[config.mk]
export PLATFORM = sky130hd
export DESIGN_NAME = rom_burst_arbiter
export DESIGN_NICKNAME = d
export VERILOG_FILES = /design/src/rtl/rom_arb_pkg.sv /design/src/rtl/rr_arbiter.sv /design/src/rtl/rom_burst_arbiter.sv
export SDC_FILE = /design/constraint.sdc
export NUM_CORES = 1
export LEC_CHECK = 0
export BUFFER_PORTS_ARGS = -buffer_cell sky130_fd_sc_hd__buf_4
export CORE_ASPECT_RATIO = 0.8
export CORE_UTILIZATION = 30
export DETAILED_ROUTE_END_ITERATION = 10
export HOLD_SLACK_MARGIN = 0.02
export SLEW_MARGIN = 15
export SYNTH_ARGS = -nofsm -noshare
export SYNTH_HDL_FRONTEND = slang
export SYNTH_SLANG_ARGS = --single-unit
[constraint.sdc]
create_clock -name clk -period 6.3 [get_ports clk]
set_input_delay 1.89 -clock clk [delete_from_list [all_inputs] [get_ports clk]]
set_output_delay 1.89 -clock clk [all_outputs]
set_load 0.05 [all_outputs]
[src/rtl/rom_arb_pkg.sv]
// rtl/rom_arb_pkg.sv - shared types, ROM geometry defaults and round-robin pick helper
package rom_arb_pkg;

  typedef enum logic {IDLE, BURST} arb_state_t;

  // Widest requester vector the pick helper supports.
  localparam int MAXREQ    = 8;
  localparam int ROM_DEPTH = 256;
  localparam int ROM_ADDRW = $clog2(ROM_DEPTH);

  // One-hot winner: first set bit of req searching upward from last+1, wrapping at n.
  function automatic logic [MAXREQ-1:0] rr_pick(input logic [MAXREQ-1:0] req,
                                                input logic [2:0]        last,
                                                input int                n);
    logic [MAXREQ-1:0] win;
    logic              found;
    logic [2:0]        idx;
    win   = '0;
    found = 1'b0;
    for (int k = 1; k <= MAXREQ; k++) begin
      idx = 3'((int'(last) + k) % n);
      if (k <= n && !found && req[idx]) begin
        win[idx] = 1'b1;
        found    = 1'b1;
      end
    end
    return win;
  endfunction

endpackage

[src/rtl/rr_arbiter.sv]
// rtl/rr_arbiter.sv - combinational round-robin pick over NREQ requesters
module rr_arbiter
  import rom_arb_pkg::*;
#(
  parameter  int NREQ = 4,
  localparam int LW   = (NREQ > 1) ? $clog2(NREQ) : 1
) (
  input  logic [NREQ-1:0] req,
  input  logic [LW-1:0]   last,
  output logic [NREQ-1:0] grant_oh,
  output logic [LW-1:0]   grant_idx,
  output logic            any
);

  // Winner in one-hot and encoded form; the encoded index feeds last_grant.
  always_comb begin
    grant_oh  = NREQ'(rr_pick(MAXREQ'(req), 3'(last), NREQ));
    grant_idx = '0;
    for (int i = 0; i < NREQ; i++) begin
      if (grant_oh[i]) grant_idx = LW'(i);
    end
    any = |req;
  end

endmodule

[src/rtl/rom_burst_arbiter.sv]
// rtl/rom_burst_arbiter.sv - round-robin burst reader sharing one async ROM
module rom_burst_arbiter
  import rom_arb_pkg::*;
#(
  parameter  int NREQ  = 4,
  parameter  int WIDTH = 8,
  parameter  int DEPTH = ROM_DEPTH,
  parameter  int LENW  = 4,
  localparam int ADDRW = $clog2(DEPTH),
  localparam int LW    = (NREQ > 1) ? $clog2(NREQ) : 1
) (
  input  logic                  clk,
  input  logic                  rst,
  input  logic [NREQ-1:0]       req,
  input  logic [NREQ*ADDRW-1:0] req_addr,
  input  logic [NREQ*LENW-1:0]  req_len,
  output logic [NREQ-1:0]       req_ack,
  output logic [NREQ-1:0]       rsp_valid,
  output logic [WIDTH-1:0]      rsp_data,
  output logic                  rsp_last,
  output logic                  busy,
  output logic [ADDRW-1:0]      rom_addr,
  input  logic [WIDTH-1:0]      rom_data
);

  arb_state_t       state;
  logic [LW-1:0]    last_grant;
  logic [LW-1:0]    grant;
  logic [ADDRW-1:0] cur_addr;
  logic [LENW-1:0]  remain;
  logic [NREQ-1:0]  win_oh;
  logic [LW-1:0]    win_idx;
  logic             win_any;
  logic [ADDRW-1:0] sel_addr;
  logic [LENW-1:0]  sel_len;

  rr_arbiter #(.NREQ(NREQ)) u_rr (
    .req       (req),
    .last      (last_grant),
    .grant_oh  (win_oh),
    .grant_idx (win_idx),
    .any       (win_any)
  );

  // The ROM address comes straight from a register so the ROM sees a clean path.
  assign rom_addr = cur_addr;

  // Pull the winner's start address and length out of the packed buses.
  always_comb begin
    sel_addr = '0;
    sel_len  = '0;
    for (int i = 0; i < NREQ; i++) begin
      if (win_oh[i]) begin
        sel_addr = req_addr[i*ADDRW +: ADDRW];
        sel_len  = req_len[i*LENW +: LENW];
      end
    end
  end

  // Arbitrate in IDLE, then stream remain+1 words from the ROM in BURST.
  always_ff @(posedge clk or posedge rst) begin
    if (rst) begin
      state      <= IDLE;
      last_grant <= LW'(NREQ - 1);
      grant      <= '0;
      cur_addr   <= '0;
      remain     <= '0;
      req_ack    <= '0;
      rsp_valid  <= '0;
      rsp_data   <= '0;
      rsp_last   <= 1'b0;
      busy       <= 1'b0;
    end else begin
      case (state)
        IDLE: begin
          rsp_valid <= '0;
          rsp_last  <= 1'b0;
          if (win_any) begin
            req_ack    <= win_oh;
            cur_addr   <= sel_addr;
            remain     <= sel_len;
            grant      <= win_idx;
            last_grant <= win_idx;
            busy       <= 1'b1;
            state      <= BURST;
          end else begin
            req_ack <= '0;
          end
        end
        BURST: begin
          req_ack   <= '0;
          rsp_data  <= rom_data;
          rsp_valid <= {{(NREQ-1){1'b0}}, 1'b1} << grant;
          rsp_last  <= (remain == '0);
          cur_addr  <= cur_addr + ADDRW'(1);
          remain    <= remain - LENW'(1);
          if (remain == '0) begin
            busy  <= 1'b0;
            state <= IDLE;
          end
        end
        default: state <= IDLE;
      endcase
    end
  end

endmodule

==> reports/qor.yml <==
outcome: "completed"
synth_fp_nets: 301
fmax_mhz: 240
relSlewSlack: 0.420
grt_pass1_vias: 1942
numCtsBuffers: 5
cts_resized: 0
critPathKind: "input pin to flop"
slew_violations: 0
clock_skew_ps: 7.69
path_clk_slew_ps: 80
timing.final.crit_share: 0.662
drc: 0
portBuffers: 87
clk_latency_ps: 290
intPower_mw: 0.873
routabilityCongestion: 0.798
synthDominantCellAreaShare: 0.356
rsz0062_at_grt: "false"
grt_max_degree: 36
dr_total_vias: 2061
grt-ovfl-total: 0
ys_top_cells_by_area: "dfrtp_1 (36%), ha_1 (5.4%), mux2_2 (4.9%)"
holdCritPathClass: "flop to flop"
worstPathMaxFanout: 12
cp-end-kind: "flop"
start_util: 0.312
ys.flop_type: "dfrtp_1"
setup_viol: 0
clockBufferDepth: 2
maxCapViolations: 0
grt_pass1_wl_mm: 9.62
wl_per_cell_um: 14.8
synth.distinct_cells: 50
fin_util: 0.418
wl_mm: 6.20
num_antenna_cells: 0
final_net_count: 384
ys_ff_latch: 35
power_switching_mw: 0.913
ios: 88
async_flop_share: 1.00
required_ps: 6490
switching_share: 0.511
syn2layout_area_growth_pct: 34.1
ys_seq_area_frac: 0.379
root_buffer: "clkbuf_8"
core_um2: 7430
cts_hold_buf: 0
vias_per_cell: 4.93
syn_area_um2: 2320
die_area_um2: 8080
synth.avg_cell_area_um2: 10.1
startpoint_type: "input pin"
p_per_area_nw_per_um2: 575
die_height_um: 80.6
antenna_found_initial: 0
dp_cells: 410
worst_slew_pin_slew_ps: 866
fp-row-count: 28
p_leak_nw: 1.45
pwr-share-seq: 0.230
yosys_warnings: 0
final-hold-violation-count: 0
final_common_cell: "buf_4"
synth_edf_count: 0
yosysTopAreaCell: "dfrtp_1"
grt_usage: 0.154
drt_iter0_markers: 86
h-tree-depth: 2
p_comb_frac: 0.674
post_cts_buffers: 0
layout-drive-gt1-share: 0.406
synth_cells: 229
drt_pre_antenna_iters: 4
ir_worst_vdd_uv: 195
min_period_ps: 4170
dp_hpwl_mm: 4.62
cts.sinks: 35
cts_tree: "built"
fp.dieW_um: 100
final_cell_mix: "buf_4 (89), dfrtp_1 (33), nand2_1 (29)"
clock_power_share: 0.096
cp.arrival_ps: 4360
fin_cells: 418
fin_setup_tns_ps: 0
reg2reg_slack_ps: 2860
antenna_left: 0
power groups by stage:
stage | logic [mW] | clock network (mW) | registers (mW)
5_1_grt | 1.31 | 0.188 | 0.430
3_3_place_gp | 1.19 | 0 | 0.417
2_1_floorplan | 0.811 | 0 | 0.591
4_1_cts | 1.22 | 0.178 | 0.414
6_report | 1.20 | 0.171 | 0.412
3_5_place_dp | 1.21 | 0 | 0.418
per-stage QoR:
| step | cell area [um2] | total power [mW] | worst slack, ps | hold slack [ps] |
|---|---|---|---|---|
| after global routing | 3110 | 1.93 | 1910 | 527 |
| after detailed placement | 3010 | 1.63 | 1770 | 492 |
| after global placement | 3010 | 1.61 | 1860 | 490 |
| after CTS | 3110 | 1.81 | 2080 | 504 |
| final | 3110 | 1.79 | 2130 | 498 |
| after floorplan | 2320 | 1.40 | 2500 | 450 |
metal layers:
layer  global-route usage  share of wire
met5                    0              0
met3               0.0418          0.067
met4               0.0406          0.013
met2                0.255           0.46
met1                0.198           0.46
final cells by class:
type	instances	area (um2)
fillers	746	4320
multi-input cells	170	1290
flip-flops and latches	35	878
repair buffers	89	668
well taps	105	131
clock buffers	5	68.8
inverters	11	41.3
clock inverters	3	23.8
Yosys cell counts, types with 4 or more instances:
cell type,n
nand3b_1,4
o21bai_1,6
nor3b_1,6
o21ai_0,16
a22oi_1,9
inv_1,11
a221oi_2,6
and3_1,5
dfrtp_1,33
a221oi_1,4
buf_6,5
a21oi_1,5
clkbuf_1,4
a32oi_1,4
mux2_2,10
nand3_1,4
nor2_1,13
nand2_1,29
ha_1,10
kinds of logic (layout without fill, tap and decap cells):
logic type	Yosys count	count (layout)	synth area share
buf+inv	24	108	0.0621
simple gates	76	76	0.172
xor+xnor	5	5	0.0189
mux	15	15	0.0934
fa+ha+maj	10	10	0.0540
flops	35	35	0.379
compound gates	64	64	0.220
path summary, 6_finish.rpt:
path,startpoint,to,cells past startpoint
hold reg to reg,grant[1],rsp_valid[1],1
setup reg to reg,last_grant[0],remain[3],8
max in group asynchronous,rst,last_grant[1],3
hold / removal,grant[1],rsp_valid[1],1
min in group asynchronous,rst,rsp_valid[2],3
setup / recovery,req[0],remain[3],7
critical path, cell delays in order:
cell and delay (ps):
buf_4 130, mux4_2 550, a221oi_2 320, o311ai_4 250, nor3b_2 790, nand2_1 130, a221oi_1 290
state kept, by name, summed over array words and instances, names as in the netlist:
| signal | flops |
|---|---|
| rsp_valid | 4 |
| rsp_last | 1 |
| rsp_data | 8 |
| state | 1 |
| rom_addr | 8 |
| req_ack | 4 |
| remain | 4 |
| grant | 2 |
| last_grant | 2 |
| busy | 1 |
Power figures use the tool's default switching activity.
